===== src/rtl/eth_stats_pkg.sv =====
// Shared types for the MAC statistics block: raw vector layouts, field positions
// and the decoded per-frame event carried between pipeline stages.
package eth_stats_pkg;

  localparam int RX_STAT_W = 30;
  localparam int TX_STAT_W = 26;
  localparam int LEN_W     = 15;

  localparam int RX_GOOD_BIT = 0;
  localparam int RX_BAD_BIT  = 1;
  localparam int RX_FCS_BIT  = 2;
  localparam int RX_LEN_LSB  = 3;
  localparam int RX_LEN_MSB  = 17;

  localparam int TX_GOOD_BIT = 0;
  localparam int TX_BAD_BIT  = 1;
  localparam int TX_LEN_LSB  = 2;
  localparam int TX_LEN_MSB  = 16;

  typedef struct packed {
    logic [11:0]      rsvd;
    logic [LEN_W-1:0] len;
    logic             fcs_err;
    logic             bad;
    logic             good;
  } rx_stat_t;

  typedef struct packed {
    logic [8:0]       ign;
    logic [LEN_W-1:0] len;
    logic             bad;
    logic             good;
  } tx_stat_t;

  typedef struct packed {
    logic             vld;
    logic             good;
    logic             bad;
    logic             fcs;
    logic [LEN_W-1:0] len;
  } stat_evt_t;

  // Fields are forced to zero when the qualifier is low so stale vector bits never count.
  function automatic stat_evt_t rx_decode(input logic [RX_STAT_W-1:0] v, input logic vld);
    stat_evt_t e;
    e = '0;
    if (vld) begin
      e.vld  = 1'b1;
      e.good = v[RX_GOOD_BIT];
      e.bad  = v[RX_BAD_BIT];
      e.fcs  = v[RX_FCS_BIT];
      e.len  = v[RX_LEN_MSB:RX_LEN_LSB];
    end
    return e;
  endfunction

  function automatic stat_evt_t tx_decode(input logic [TX_STAT_W-1:0] v, input logic vld);
    stat_evt_t e;
    e = '0;
    if (vld) begin
      e.vld  = 1'b1;
      e.good = v[TX_GOOD_BIT];
      e.bad  = v[TX_BAD_BIT];
      e.len  = v[TX_LEN_MSB:TX_LEN_LSB];
    end
    return e;
  endfunction

endpackage


===== src/rtl/eth_stat_counter.sv =====
// Saturating event counter; one-cycle update, no backpressure.
// A clear loads the same-cycle increment so an event coinciding with a snapshot is kept.
module eth_stat_counter
  import eth_stats_pkg::*;
#(
  parameter int W = 32
) (
  input  logic         clk156,
  input  logic         sys_rst,
  input  logic         i_inc_en,
  input  logic [W-1:0] i_inc_val,
  input  logic         i_clear,
  output logic [W-1:0] o_cnt
);

  logic [W:0]   w_sum;
  logic [W-1:0] w_sat;
  logic [W-1:0] r_cnt;

  assign w_sum = {1'b0, r_cnt} + {1'b0, i_inc_val};
  assign w_sat = w_sum[W] ? {W{1'b1}} : w_sum[W-1:0];

  always_ff @(posedge clk156 or posedge sys_rst) begin
    if (sys_rst) begin
      r_cnt <= '0;
    end else if (i_clear) begin
      r_cnt <= i_inc_en ? i_inc_val : '0;
    end else if (i_inc_en) begin
      r_cnt <= w_sat;
    end
  end

  assign o_cnt = r_cnt;

endmodule


===== src/rtl/eth_mac_stats.sv =====
// MAC TX/RX statistics accumulator with atomic snapshot; events land in live counters
// two cycles after their valid, snapshot outputs two cycles after snap_req; never stalls.
module eth_mac_stats
  import eth_stats_pkg::*;
#(
  parameter int CNT_W         = 32,
  parameter int BYTE_W        = 48,
  parameter bit CLEAR_ON_SNAP = 1'b1
) (
  input  logic                 clk156,
  input  logic                 sys_rst,
  input  logic                 rx_statistics_valid,
  input  logic [RX_STAT_W-1:0] rx_statistics_vector,
  input  logic                 tx_statistics_valid,
  input  logic [TX_STAT_W-1:0] tx_statistics_vector,
  input  logic                 snap_req,
  output logic                 snap_done,
  output logic [CNT_W-1:0]     rx_good_frames,
  output logic [CNT_W-1:0]     rx_bad_frames,
  output logic [CNT_W-1:0]     rx_fcs_errors,
  output logic [BYTE_W-1:0]    rx_good_bytes,
  output logic [CNT_W-1:0]     tx_good_frames,
  output logic [CNT_W-1:0]     tx_bad_frames,
  output logic [BYTE_W-1:0]    tx_good_bytes
);

  localparam logic [CNT_W-1:0] ONE_C = {{(CNT_W-1){1'b0}}, 1'b1};

  stat_evt_t r_rx_evt;
  stat_evt_t r_tx_evt;
  logic      r_snap_pend;
  logic      r_snap_done;
  logic      w_clear;

  logic [CNT_W-1:0]  w_rx_good_frames, w_rx_bad_frames, w_rx_fcs_errors;
  logic [CNT_W-1:0]  w_tx_good_frames, w_tx_bad_frames;
  logic [BYTE_W-1:0] w_rx_good_bytes, w_tx_good_bytes;

  logic [CNT_W-1:0]  r_rx_good_frames, r_rx_bad_frames, r_rx_fcs_errors;
  logic [CNT_W-1:0]  r_tx_good_frames, r_tx_bad_frames;
  logic [BYTE_W-1:0] r_rx_good_bytes, r_tx_good_bytes;

  logic w_rx_byte_en;
  logic w_tx_byte_en;
  logic w_unused_ok;

  always_ff @(posedge clk156 or posedge sys_rst) begin
    if (sys_rst) begin
      r_rx_evt <= '0;
      r_tx_evt <= '0;
    end else begin
      r_rx_evt <= rx_decode(rx_statistics_vector, rx_statistics_valid);
      r_tx_evt <= tx_decode(tx_statistics_vector, tx_statistics_valid);
    end
  end

  // A request arriving while one is pending folds into it, giving a single snap_done.
  always_ff @(posedge clk156 or posedge sys_rst) begin
    if (sys_rst) begin
      r_snap_pend <= 1'b0;
      r_snap_done <= 1'b0;
    end else begin
      r_snap_pend <= snap_req & ~r_snap_pend;
      r_snap_done <= r_snap_pend;
    end
  end

  assign w_clear      = r_snap_pend & CLEAR_ON_SNAP;
  assign w_rx_byte_en = r_rx_evt.vld & r_rx_evt.good & ~r_rx_evt.bad;
  assign w_tx_byte_en = r_tx_evt.vld & r_tx_evt.good & ~r_tx_evt.bad;

  eth_stat_counter #(.W(CNT_W)) u_rx_good_frames (
    .clk156(clk156), .sys_rst(sys_rst),
    .i_inc_en(r_rx_evt.vld & r_rx_evt.good), .i_inc_val(ONE_C),
    .i_clear(w_clear), .o_cnt(w_rx_good_frames)
  );

  eth_stat_counter #(.W(CNT_W)) u_rx_bad_frames (
    .clk156(clk156), .sys_rst(sys_rst),
    .i_inc_en(r_rx_evt.vld & r_rx_evt.bad), .i_inc_val(ONE_C),
    .i_clear(w_clear), .o_cnt(w_rx_bad_frames)
  );

  eth_stat_counter #(.W(CNT_W)) u_rx_fcs_errors (
    .clk156(clk156), .sys_rst(sys_rst),
    .i_inc_en(r_rx_evt.vld & r_rx_evt.fcs), .i_inc_val(ONE_C),
    .i_clear(w_clear), .o_cnt(w_rx_fcs_errors)
  );

  eth_stat_counter #(.W(BYTE_W)) u_rx_good_bytes (
    .clk156(clk156), .sys_rst(sys_rst),
    .i_inc_en(w_rx_byte_en), .i_inc_val(BYTE_W'(r_rx_evt.len)),
    .i_clear(w_clear), .o_cnt(w_rx_good_bytes)
  );

  eth_stat_counter #(.W(CNT_W)) u_tx_good_frames (
    .clk156(clk156), .sys_rst(sys_rst),
    .i_inc_en(r_tx_evt.vld & r_tx_evt.good), .i_inc_val(ONE_C),
    .i_clear(w_clear), .o_cnt(w_tx_good_frames)
  );

  eth_stat_counter #(.W(CNT_W)) u_tx_bad_frames (
    .clk156(clk156), .sys_rst(sys_rst),
    .i_inc_en(r_tx_evt.vld & r_tx_evt.bad), .i_inc_val(ONE_C),
    .i_clear(w_clear), .o_cnt(w_tx_bad_frames)
  );

  eth_stat_counter #(.W(BYTE_W)) u_tx_good_bytes (
    .clk156(clk156), .sys_rst(sys_rst),
    .i_inc_en(w_tx_byte_en), .i_inc_val(BYTE_W'(r_tx_evt.len)),
    .i_clear(w_clear), .o_cnt(w_tx_good_bytes)
  );

  // Copy sees the live values before this edge's increment lands.
  always_ff @(posedge clk156 or posedge sys_rst) begin
    if (sys_rst) begin
      r_rx_good_frames <= '0;
      r_rx_bad_frames  <= '0;
      r_rx_fcs_errors  <= '0;
      r_rx_good_bytes  <= '0;
      r_tx_good_frames <= '0;
      r_tx_bad_frames  <= '0;
      r_tx_good_bytes  <= '0;
    end else if (r_snap_pend) begin
      r_rx_good_frames <= w_rx_good_frames;
      r_rx_bad_frames  <= w_rx_bad_frames;
      r_rx_fcs_errors  <= w_rx_fcs_errors;
      r_rx_good_bytes  <= w_rx_good_bytes;
      r_tx_good_frames <= w_tx_good_frames;
      r_tx_bad_frames  <= w_tx_bad_frames;
      r_tx_good_bytes  <= w_tx_good_bytes;
    end
  end

  assign snap_done      = r_snap_done;
  assign rx_good_frames = r_rx_good_frames;
  assign rx_bad_frames  = r_rx_bad_frames;
  assign rx_fcs_errors  = r_rx_fcs_errors;
  assign rx_good_bytes  = r_rx_good_bytes;
  assign tx_good_frames = r_tx_good_frames;
  assign tx_bad_frames  = r_tx_bad_frames;
  assign tx_good_bytes  = r_tx_good_bytes;

  assign w_unused_ok = ^{rx_statistics_vector[RX_STAT_W-1:RX_LEN_MSB+1],
                         tx_statistics_vector[TX_STAT_W-1:TX_LEN_MSB+1],
                         r_tx_evt.fcs};

endmodule


===== config.mk =====
export PLATFORM = sky130hd
export DESIGN_NAME = eth_mac_stats
export DESIGN_NICKNAME = d
export VERILOG_FILES = /design/src/rtl/eth_stats_pkg.sv /design/src/rtl/eth_stat_counter.sv /design/src/rtl/eth_mac_stats.sv
export SDC_FILE = /design/constraint.sdc
export NUM_CORES = 1
export LEC_CHECK = 0
export ABC_CLOCK_PERIOD_IN_PS = 16400
export BUFFER_PORTS_ARGS = -buffer_cell sky130_fd_sc_hd__buf_4
export CORE_MARGIN = 2
export CORE_UTILIZATION = 44
export DETAILED_ROUTE_END_ITERATION = 16
export GPL_ROUTABILITY_DRIVEN = 0
export PLACE_DENSITY = 0.68
export SLEW_MARGIN = 15
export SYNTH_ARGS = -nofsm -noshare
export SYNTH_HDL_FRONTEND = slang
export SYNTH_SLANG_ARGS = --single-unit

===== constraint.sdc =====
create_clock -name clk156 -period 16.4 [get_ports clk156]
set_clock_uncertainty 0.1 [all_clocks]
set_input_delay 1.64 -clock clk156 [delete_from_list [all_inputs] [get_ports clk156]]
set_output_delay 1.64 -clock clk156 [all_outputs]
set_load 0.02 [all_outputs]

# [Yosys cells after proc, flatten, opt, wreduce, memory -nomap -nowiden]
# Cells that the tools add are included.
[classes] n_addsub=7 muxes=31 bitwise_logic=11 reduce_logical=7
[op_table] op="$mux 32" n=15
[op_table] op="$mux 48" n=6
[op_table] op="$add 32x1->33 const B" n=5
[op_table] op="$add 48x15->49" n=2
[op_table] op="$mux 15" n=3
[op_table] op="$mux 19" n=1
[op_table] op="$reduce_bool 2->1" n=7
[op_table] op="$and 1x1->1" n=8
[op_table] op="$mux 1" n=5
[op_table] op="$mux 3" n=1
[op_table] op="$not 1->1" n=3
[word_totals] wordCells=81 ff_bits=551 out_inout_bits=257 input_bits=61

# [Longest topological paths before layout]
# Gate-level depths: netlist of run 1.
[depth] depth_word=4 ltp_mapped=12 ltp_nobuf=9

# [By module]
# Synthesis of run 1 repeated with hierarchy kept, for this count alone.
[unflattened] cells_unflattened=3709 area_unflattened_um2=37243.2
[modules_own_cells] mod="eth_mac_stats" instances=1 seq_area_each_um2=7382.1 area_per_inst_um2=11781.3 cells_each=628
[modules_own_cells] mod="eth_stat_counter (u_rx_good_frames ...)" instances=3 seq_area_each_um2=800.8 area_per_inst_um2=3253.1 cells_each=391
[modules_own_cells] mod="eth_stat_counter (u_rx_good_bytes)" instances=1 seq_area_each_um2=1201.2 area_per_inst_um2=4855.9 cells_each=618
[modules_own_cells] mod="eth_stat_counter (u_tx_good_bytes)" instances=1 seq_area_each_um2=1201.2 area_per_inst_um2=4734.5 cells_each=577
[modules_own_cells] mod="eth_stat_counter (u_rx_bad_frames)" instances=1 seq_area_each_um2=800.8 area_per_inst_um2=3081.7 cells_each=368
[modules_own_cells] mod="eth_stat_counter (u_rx_fcs_errors)" instances=1 seq_area_each_um2=800.8 area_per_inst_um2=3030.4 cells_each=345

# [Worst setup path after synthesis of run 1]
# Ideal clock, no wire load.
[synth_path] kind="register to register" startpoint="register r_tx_evt[0] in the netlist's numbering" endpoint="register u_tx_good_bytes.r_cnt[35], in the netlist u_tx_good_bytes.o_cnt[35]" synth_period_minus_slack_ns=2.918 path_stages_with_launch=12 n_path_buf=2 slack_ns=13.482 setup_ns=0.123 arrival_time_ns=2.695 required_ns=16.177 cell_sequence="dfrtp_1 > ha_1 > fa_1 > a21oi_1 > o21ai_0 > a211o_1 > nand3_1 > clkbuf_1 > a21o_1 > buf_2 > nand3_1 > o221a_2"
[synth_between] elab_chain_cells=4
[synth_lines] element="from (decl)" line="eth_mac_stats.sv:30" source="stat_evt_t r_tx_evt;"
[synth_lines] element="from (signal assigned)" line="eth_mac_stats.sv:53" source="r_tx_evt <= tx_decode(tx_statistics_vector, tx_statistics_valid);"
[synth_lines] element="$add 48x15->49" line="eth_stat_counter.sv:20" source="assign w_sum = {1'b0, r_cnt} + {1'b0, i_inc_val};"
[synth_lines] element="$mux 48" line="eth_stat_counter.sv:21" source="assign w_sat = w_sum[W] ? {W{1'b1}} : w_sum[W-1:0];"
[synth_lines] element="$mux 48" line="eth_stat_counter.sv:28" source="end else if (i_inc_en) begin"
[synth_lines] element="$mux 48" line="eth_stat_counter.sv:26" source="end else if (i_clear) begin"
[synth_lines] element="to (signal assigned)" line="eth_stat_counter.sv:27" source="r_cnt <= i_inc_en ? i_inc_val : '0;"
[synth_lines] element="to (signal assigned)" line="eth_stat_counter.sv:29" source="r_cnt <= w_sat;"
[synth_lines] element="to (decl)" line="eth_stat_counter.sv:18" source="logic [W-1:0] r_cnt;"
# No other way between the ends. The select of a mux whose other input is x is not followed.
# A chain may end at the register's enable or synchronous reset.

# [Worst setup path after layout of run 1]
[layout_path] startpoint="register u_rx_good_bytes.r_cnt[0], in the netlist u_rx_good_bytes.o_cnt[0]" endpoint="register u_rx_good_bytes.r_cnt[37], in the netlist u_rx_good_bytes.o_cnt[37]"
[layout_between] elab_chain_cells=4
[layout_lines] element="from (decl)" line="eth_stat_counter.sv:18"
[layout_lines] element="from (signal assigned)" line="eth_stat_counter.sv:27"
[layout_lines] element="from (signal assigned)" line="eth_stat_counter.sv:29"
[layout_lines] element="$add 48x15->49" line="eth_stat_counter.sv:20"
[layout_lines] element="$mux 48" line="eth_stat_counter.sv:21"
[layout_lines] element="$mux 48" line="eth_stat_counter.sv:28"
[layout_lines] element="$mux 48" line="eth_stat_counter.sv:26"
# No other way between the ends. The select of a mux whose other input is x is not followed.

==> results of run 1 <==
-- worst reg2reg max path: cells and delay by family, from the launching register on --
family,cells,cell delay (ps)
AO/OA/AOI/OAI,4,1390
AND/OR/NAND/NOR,3,800
adder cells (fa/ha/maj),2,650
flip-flops,1,400
buffers and inverters,1,370
-- routing by layer --
metal,global-route usage (%),vias up
met4,6.23,0
met3,4.65,120
li1,-,9490
met5,0,-
met2,33.8,659
met1,28.3,10200
-- through the flow --
| stage | cell area [µm²] | setup slack [ps] | std cells | total power, mW |
|---|---|---|---|---|
| final | 31000 | 12540 | 3480 | 3.04 |
| after floorplan | 26100 | 7160 | 2425 | 1.59 |
| after detailed placement | 28900 | 11860 | 3371 | 1.67 |
| after global placement | 28900 | 11930 | 3371 | 1.67 |
| after CTS | 31000 | 12510 | 3479 | 3.09 |
| after global routing | 31000 | 12120 | 3480 | 3.16 |
-- power groups by stage --
stage | logic [mW] | registers, mW | clock network, mW
after floorplan | 0.143 | 1.45 | 0
after global placement | 0.226 | 1.44 | 0
after detailed placement | 0.230 | 1.44 | 0
after CTS | 0.231 | 1.42 | 1.44
after global routing | 0.252 | 1.42 | 1.49
final | 0.228 | 1.42 | 1.40
-- cells in the mapped netlist (all sizes together), types with 38 or more instances --
cell	count	share of area [%]
o21ai	92	1.8
dfrtp	551	53
and3	64	1.5
nor3	102	2.0
nand3	111	2.1
a311oi	62	2.1
a31oi	40	0.96
and2	69	1.7
clkbuf	114	1.6
inv	38	0.55
nor2	181	2.6
and4	38	1.3
mux2	257	11
nand4	50	1.2
a21oi	190	3.7
nand2	140	2.0
-- final cells by class --
cell class,instances,area [µm²]
clock buffer,88,1800
antenna,1,2.50
inverter,39,150
fill,5154,27900
clock inverter,20,265
multi-input combinational,1695,11600
tap,773,967
timing repair buffer,313,2400
sequential,551,13800
-- logic make-up (layout without fill, tap and decap cells) --
group | after synthesis | after routing | share of synthesized area (%)
adders and majority gates | 37 | 37 | 1.83
buffers and inverters | 179 | 460 | 2.80
DFF | 551 | 551 | 52.7
xor gates and xnor gates | 28 | 28 | 0.938
AOI/OAI and AO/OA | 538 | 538 | 13.6
and+or+nand+nor | 814 | 814 | 16.2
muxes | 278 | 278 | 11.9
other | 0 | 1 | 0
-- state kept, by name, indices dropped and copies added (netlist names), 18 cells and up --
signal	flops
rx_good_frames	32
u_rx_good_bytes.o_cnt	48
r_rx_evt	19
u_tx_good_frames.o_cnt	32
r_tx_evt	18
rx_good_bytes	48
u_rx_fcs_errors.o_cnt	32
u_rx_bad_frames.o_cnt	32
tx_bad_frames	32
tx_good_frames	32
u_tx_bad_frames.o_cnt	32
rx_bad_frames	32
tx_good_bytes	48
rx_fcs_errors	32
u_tx_good_bytes.o_cnt	48
u_rx_good_frames.o_cnt	32
-- worst max path at each step --
| stage | start | endpoint | slack (ps) | cells past startpoint |
|---|---|---|---|---|
| after floorplan | sys_rst | r_rx_evt[0] | 7160 | 1 |
| after global placement | sys_rst | u_rx_bad_frames.o_cnt[21] | 11930 | 5 |
| after detailed placement | sys_rst | u_rx_bad_frames.o_cnt[1] | 11860 | 5 |
| after CTS | sys_rst | rx_bad_frames[29] | 12510 | 5 |
| after global routing | sys_rst | u_rx_bad_frames.o_cnt[28] | 12120 | 5 |
| final | u_rx_good_bytes.o_cnt[0] | u_rx_good_bytes.o_cnt[37] | 12540 | 10 |
==> flow_summary.json, run 1 <==
{
  "drc": 0,
  "dr.max_layer_used": "met4",
  "portBuffers": 296,
  "firstDrtPassIters": 6,
  "viasPerCell": 5.88,
  "crit_buf_inv": 1,
  "grt_usage_pct": 20.9,
  "irDropWorstVdd_v": 0.0000753,
  "final_cell_mix": "550 x dfrtp_1, 309 x buf_4, 257 x mux2_2",
  "hp-class": "reg -> reg",
  "hold_viol_final": 0,
  "grt_pass1_wl_um": 105000,
  "cp.arrival_ps": 4220,
  "fin_crit_ps": 3860,
  "dr.first_iter.drc_count": 1585,
  "wl_met3_um": 4510,
  "dpl.hpwl_um": 43500,
  "cts_max_path_buffers": 3,
  "p_per_area_mw_per_mm2": 98.1,
  "fin_hold_ws_ps": 405,
  "synth-edff-count": 0,
  "fp.dieH_um": 248,
  "hp-start": "rx_fcs_errors[17]",
  "cp-end-kind": "flop",
  "slew_viol_final": 0,
  "worst_skew_pair.late_latency_ps": 610,
  "layout_worst_path_cycle_share_pct": 23.5,
  "slowest_delay_ps": 550,
  "dieArea_mm2": 0.0614,
  "critical_path_class": "reg -> reg",
  "gr-total-overflow": 0,
  "finalSetupTns_ps": 0,
  "nNetsFinal": 2757,
  "start_util_pct": 44.4,
  "internal_power_mw": 2.32,
  "switching_share_pct": 23.6,
  "ant_nets": 0,
  "maxCapViolCount": 0,
  "via_count": 20500,
  "p_leak_nw": 14.4,
  "cts_tree": "built",
  "rr_endpoint": "u_rx_good_bytes.o_cnt[37]",
  "synth_cell_types": 81,
  "synthToLayoutAreaGrowth_pct": 18.6,
  "switching_power_uw": 719,
  "rsz0062_at_grt": "no",
  "grt_max_degree": 178,
  "hold_path_depth": 1,
  "async_reset_ff_share_pct": 100,
  "crit_chain": "ha_1, fa_1, a211oi_1, o211a_1, o31a_1, a311o_1, buf_4, and2_1, and3_1, nor4_2",
  "root_buffer": "clkbuf_16",
  "ys_ff_latch": 551,
  "max_slew_margin_pct": 27.6,
  "die_w_um": 248,
  "avgSynthCellArea_um2": 10.8,
  "final_core_util_pct": 52.7,
  "drive_above_1_share_pct": 26.6,
  "status": "finished, final reports clean",
  "p_seq_share_pct": 46.6,
  "required_ps": 16760,
  "cpLargestDelayFamily": "compound AO/OA/AOI/OAI gates",
  "yosysWarnings": 0,
  "r2r-start": "u_rx_good_bytes.o_cnt[0]",
  "seq_area_frac_synth_pct": 52.7,
  "cts_buffers": 59,
  "first_global_vias": 20000,
  "worstMarginPinSlew_ps": 1090,
  "std_cell_rows": 89,
  "synthesis.nets": 2523,
  "routedWlPerCell_um": 18.8,
  "power_frac_clock_pct": 46.0,
  "numClockSinks": 551,
  "startpoint_type": "flop",
  "combPwrFrac_pct": 7.5,
  "synthFlopType": "dfrtp_1",
  "critPathMaxFanout": 24,
  "synth_cells": 2425,
  "crit_slowest_cell": "a311o_1",
  "postCtsHoldBufs": 0,
  "cts.repair.resized": 0,
  "worstHoldEndpoint": "rx_fcs_errors[17]",
  "htree_levels": 2,
  "clk_pin_slew_ps": 60,
  "rrSetupSlack_ps": 12540,
  "antenna_found_initial": 2,
  "netlist_area_mm2": 0.0261,
  "timing.fmax_mhz": 259,
  "wl_met2_um": 31100,
  "io-pin-count": 318,
  "finalSetupViolations": 0,
  "ff2ff_path_depth": 10,
  "core_mm2": 0.0589,
  "final_common_cell": "dfrtp_1",
  "wl_met1_um": 28400,
  "cts_setup_buffers": 0,
  "drt-total-wl_um": 65600
}
Power figures use the tool's default switching activity.
==> run 2, diff against run 1 <==
ABC_AREA = 1   (was not set)
ABC_CLOCK_PERIOD_IN_PS = 3300   (was 16400)
PLACE_DENSITY = 0.67   (was 0.68)
clock period = 3.3 ns   (was 16.4 ns; I/O delays follow)
==> flow_summary.json, run 2 <==
{
  "status": "finished, final reports clean",
  "synth-edff-count": 0,
  "synthesis.nets": 4299,
  "routedWlPerCell_um": 16.1,
  "htree_levels": 2,
  "setup_slack_ps": 498,
  "pre_cts_slack_ps": 508,
  "placed_area_mm2": 0.0335,
  "avgSynthCellArea_um2": 7.21,
  "nNetsFinal": 4644,
  "cts.repair.resized": 0,
  "synth_cells": 4201,
  "netlist_area_mm2": 0.0303,
  "maxCapViolCount": 0,
  "gr-total-overflow": 0,
  "grt.met1_usage_pct": 35.4,
  "dieArea_mm2": 0.0709,
  "slowest_delay_ps": 430,
  "ys_ff_latch": 551,
  "std_cell_rows": 96,
  "dr.first_iter.drc_count": 2443,
  "antenna_cells": 0,
  "max_slew_margin_pct": 42.5,
  "seq_area_frac_synth_pct": 45.5,
  "grt_usage_pct": 24.8,
  "cts_buffers": 61,
  "fin_hold_ws_ps": 271,
  "numClockSinks": 551,
  "synth_cell_types": 46,
  "slew_viol_final": 0,
  "final_common_cell": "nand2_1",
  "irDropWorstVdd_v": 0.000408,
  "gr-usage-met3_pct": 3.96,
  "crit_slowest_cell": "fa_1",
  "drc": 0,
  "critical_path_class": "reg -> reg",
  "synth_top_area_share_pct": 45.5,
  "critPathMaxFanout": 17,
  "final_core_util_pct": 53.1,
  "start_util_pct": 44.3,
  "synthToLayoutAreaGrowth_pct": 19.8,
  "crit_chain": "ha_1, fa_1, nand3_1, nand3_2, nand2_1, nand2_1, nand2_1, nand2_2, nand3_4, buf_4, inv_2, nor2_1, o21ai_1",
  "core_mm2": 0.0683,
  "drive_above_1_share_pct": 12.1,
  "drt-total-wl_um": 88300,
  "root_buffer": "clkbuf_16",
  "startpoint_type": "flop",
  "fin_crit_ps": 2800,
  "final_area_mm2": 0.0363,
  "first_global_vias": 26600,
  "finalSetupViolations": 0,
  "required_ps": 3710,
  "synthMostInstantiatedCell": "nand2_1",
  "crit_top_cell": "nand2_1",
  "cts_max_path_buffers": 3,
  "cts_tree": "built",
  "firstDrtPassIters": 6,
  "antenna_found_initial": 1,
  "dpl.hpwl_um": 63700,
  "p_leak_nw": 18.5,
  "clk_pin_slew_ps": 60,
  "fp.dieH_um": 266,
  "layout_worst_path_cycle_share_pct": 84.9,
  "rsz0062_at_grt": "no",
  "hp-class": "in -> async",
  "use_met2_pct": 38.3,
  "portBuffers": 296,
  "worst_skew_pair.late_latency_ps": 630,
  "busiest_layer": "met2",
  "io-pin-count": 318,
  "grt_max_degree": 131,
  "viasPerCell": 5.14,
  "cp.arrival_ps": 3210,
  "grt_pass1_wl_um": 142000,
  "final_cell_mix": "1544 x nand2_1, 550 x dfrtp_1, 488 x inv_1",
  "ant_nets": 0,
  "synthFlopType": "dfrtp_1",
  "timing.fmax_mhz": 357,
  "cpLargestDelayFamily": "simple AND/OR/NAND/NOR gates",
  "yosys-top-cells-count": "1544 x nand2_1, 551 x dfrtp_1, 489 x inv_1",
  "yosysTopAreaCell": "dfrtp_1",
  "async_reset_ff_share_pct": 100,
  "worstMarginPinSlew_ps": 860,
  "p_per_area_mw_per_mm2": 417,
  "crit_buf_inv": 2,
  "yosysWarnings": 0,
  "synthTopCellsByArea": "dfrtp_1 46%, nand2_1 19%, o21ai_0 6.1%, inv_1 6.1%, nand3_1 5.4%",
  "die_w_um": 266,
  "hold_viol_final": 0,
  "cp-end-kind": "flop",
  "via_count": 28100
}
## run 2: worst register-to-register path: cells and delay by family, from the launching register on
family	cells	cell delay, ps
simple gates	8	1090
compound gates	1	70
flops	1	390
buf+inv	2	360
fa+ha+maj	2	670
## run 2: cell type report
class	instances	area [µm²]
Clock inverter	24	289
Multi-Input combinational cell	3011	14000
Inverter	505	1910
Timing Repair Buffer	416	3450
Fill cell	6537	32100
Clock buffer	85	1760
Tap cell	882	1100
Sequential cell	551	13800
## run 2: kinds of logic after synthesis
family	after synthesis	synth area share, %
xor+xnor	93	2.69
buf+inv	639	8.33
compound gates	483	8.10
fa+ha+maj	37	1.58
flops	551	45.5
simple gates	2398	33.8
## run 2: power breakdown
group,leakage [nW],internal (mW),switching (mW)
clock,1.01,4.15,2.84
sequential,7.62,6.87,0.106
combinational,9.83,0.372,0.775
## run 2: path summary, 6_finish.rpt
path,start,endpoint,slack [ps],cells past startpoint
worst max-delay path,r_tx_evt[0],u_tx_good_bytes.o_cnt[11],500,13
worst min-delay path,sys_rst,rx_good_bytes[36],270,3
worst max register to register,r_tx_evt[0],u_tx_good_bytes.o_cnt[11],500,13
worst min register to register,rx_good_bytes[5],rx_good_bytes[5],370,2
max in group asynchronous,sys_rst,u_tx_good_bytes.o_cnt[31],1810,5
min in group clk156,snap_req,r_snap_pend,370,4
## run 2: through the flow
stage	power (mW)	instances	TNS, ps
floorplan	7.76	4201	-2549940
global placement	8.18	5296	0
detailed placement	8.19	5296	0
CTS	15.3	5474	0
global route	15.7	5474	0
finish	15.1	5474	0
## run 2: repair_timing
item | CTS | global route
buffers inserted | 0 | 0
endpoints found under the hold margin | 56 | 0
hold buffers | 69 | 0
## run 2: routing by layer
metal | wire length (µm) | vias up | part of all wire (%)
met4 | 2790 | 2 | 3.2
met1 | 40700 | 13100 | 46
li1 | - | 14000 | -
met3 | 5990 | 162 | 6.8
met2 | 38900 | 917 | 44
met5 | 13 | - | 0.015
==> run 3, diff against run 2 <==
ABC_CLOCK_PERIOD_IN_PS = 2750   (was 3300)
PLACE_DENSITY = 0.65   (was 0.67)
clock period = 2.75 ns   (was 3.3 ns; I/O delays follow)
==> flow_summary.json, run 3 (synthesized netlist as in run 2, its figures left out) <==
{
  "status": "finished, final reports clean",
  "antenna_found_initial": 6,
  "hold_viol_final": 0,
  "routedWlPerCell_um": 16.0,
  "slowest_delay_ps": 380,
  "dieArea_mm2": 0.0709,
  "cts_max_path_buffers": 3,
  "crit_chain": "ha_1, fa_2, nand3_1, nand3_2, nand2_1, nand2_1, nand2_1, nand2_2, nand3_4, buf_12, nand3_1, nand2_1, o21ai_0",
  "io-pin-count": 318,
  "pre_cts_slack_ps": 83.6,
  "synthToLayoutAreaGrowth_pct": 21.6,
  "finalSetupTns_ps": 0,
  "grt_max_degree": 82,
  "crit_start": "r_tx_evt[0]",
  "placed_area_mm2": 0.0338,
  "final_area_mm2": 0.0368,
  "drc": 0,
  "p_leak_nw": 18.7,
  "critical_path_class": "reg -> reg",
  "cpLargestDelayFamily": "simple AND/OR/NAND/NOR gates",
  "layout_worst_path_cycle_share_pct": 93.0,
  "drt-total-wl_um": 88200,
  "irDropWorstVdd_v": 0.000498,
  "max_slew_margin_pct": 57.4,
  "r2r-start": "r_tx_evt[0]",
  "drive_above_1_share_pct": 12.8,
  "fin_hold_ws_ps": 169,
  "p_total_mw": 18.9,
  "timing.fmax_mhz": 391,
  "start_util_pct": 44.3,
  "startpoint_type": "flop",
  "dpl.hpwl_um": 64600,
  "ff2ff_path_depth": 13,
  "grt_usage_pct": 24.9,
  "cp.arrival_ps": 2890,
  "grt_pass1_wl_um": 143000,
  "rrSetupSlack_ps": 190,
  "final_common_cell": "nand2_1",
  "critPathMaxFanout": 17,
  "root_buffer": "clkbuf_16",
  "cts_buffers": 66,
  "p_per_area_mw_per_mm2": 512,
  "cts_tree": "built",
  "setup_slack_ps": 194,
  "crit_slowest_cell": "dfrtp_1",
  "cp-endpoint": "u_tx_good_bytes.o_cnt[23]",
  "crit_buf_inv": 1,
  "path_depth": 13,
  "firstDrtPassIters": 6,
  "dp_cells": 5319,
  "final_core_util_pct": 53.9,
  "die_w_um": 266,
  "fin_crit_ps": 2560,
  "worst_skew_pair.late_latency_ps": 590,
  "fin_cells": 5519,
  "worstMarginPinSlew_ps": 638,
  "cp-end-kind": "flop",
  "via_count": 28300,
  "numClockSinks": 551,
  "fp.dieH_um": 266,
  "core_mm2": 0.0683,
  "nNetsFinal": 4678,
  "n_fill_cell": 6645,
  "gr-total-overflow": 0,
  "final_cell_mix": "1544 x nand2_1, 550 x dfrtp_1, 488 x inv_1",
  "first_global_vias": 26500,
  "htree_levels": 3,
  "required_ps": 3090,
  "maxCapViolCount": 0,
  "rsz0062_at_grt": "no",
  "std_cell_rows": 96,
  "slew_viol_final": 0,
  "rr_endpoint": "u_tx_good_bytes.o_cnt[23]",
  "clk_pin_slew_ps": 60,
  "viasPerCell": 5.13,
  "portBuffers": 296,
  "dr.first_iter.drc_count": 2293,
  "crit_top_cell": "nand2_1",
  "finalSetupViolations": 0,
  "ant_nets": 0,
  "hp-class": "in -> async"
}
## run 3: cell count changes in the layout (fill, tap and decap cells not counted), sizes merged
| cell | delta |
|---|---|
| clkbuf | +7 |
| clkinv | -1 |
| clkinvlp | -1 |
| buf | +28 |
| bufinv | +1 |
| nand3 | +1 |
| diode | +8 |
| inv | +2 |
## run 3: area by class of cell
class | count | area, µm² | area share, %
sequential | 551 | 13800 | 37.5
inverter | 505 | 1910 | 5.18
clock inverter | 25 | 332 | 0.901
timing repair buffer | 444 | 3740 | 10.2
multi-input combinational | 3012 | 14000 | 38.0
antenna | 8 | 20.0 | 0.0544
clock buffer | 92 | 1920 | 5.22
tap | 882 | 1100 | 3.00
## run 3: routing by layer
layer | GRT usage, % | share of wire [%] | up-vias
li1 | - | - | 14100
met1 | 36.3 | 47 | 13200
met2 | 38.1 | 44 | 903
met3 | 3.92 | 6.5 | 136
met4 | 7.59 | 2.6 | 4
met5 | 0 | 0.029 | -
## run 3: worst min path at each step
stage / cells after the start / startpoint / to / slack, ps
after floorplan: 0 / rx_statistics_valid / r_rx_evt[18] / 210
after global placement: 2 / sys_rst / u_rx_good_frames.o_cnt[25] / 210
after detailed placement: 2 / sys_rst / u_rx_good_frames.o_cnt[25] / 210
after CTS: 3 / sys_rst / u_rx_good_frames.o_cnt[25] / 120
after global routing: 3 / sys_rst / u_rx_good_frames.o_cnt[25] / 160
final: 3 / sys_rst / u_rx_good_frames.o_cnt[25] / 170
## run 3: timing repair
item	4_1_cts	5_1_grt
setup buffers	0	5
gates resized for setup	0	1
hold endpoints to repair	74	0
hold buffers	69	0
setup endpoints to repair	0	21
## run 3: where the power goes
| group | switching, mW | internal, mW | total [mW] |
|---|---|---|---|
| sequential | 0.132 | 8.24 | 8.38 |
| clock | 3.51 | 5.56 | 9.07 |
| combinational | 0.935 | 0.477 | 1.41 |
| total | 4.58 | 14.3 | 18.9 |
## run 3: worst reg2reg max path: cells and delay by family (launching register included)
| kind | cells | cell delay, ps |
|---|---|---|
| compound gates | 1 | 90 |
| fa+ha+maj | 2 | 630 |
| buf+inv | 1 | 180 |
| flops | 1 | 380 |
| simple gates | 9 | 1040 |
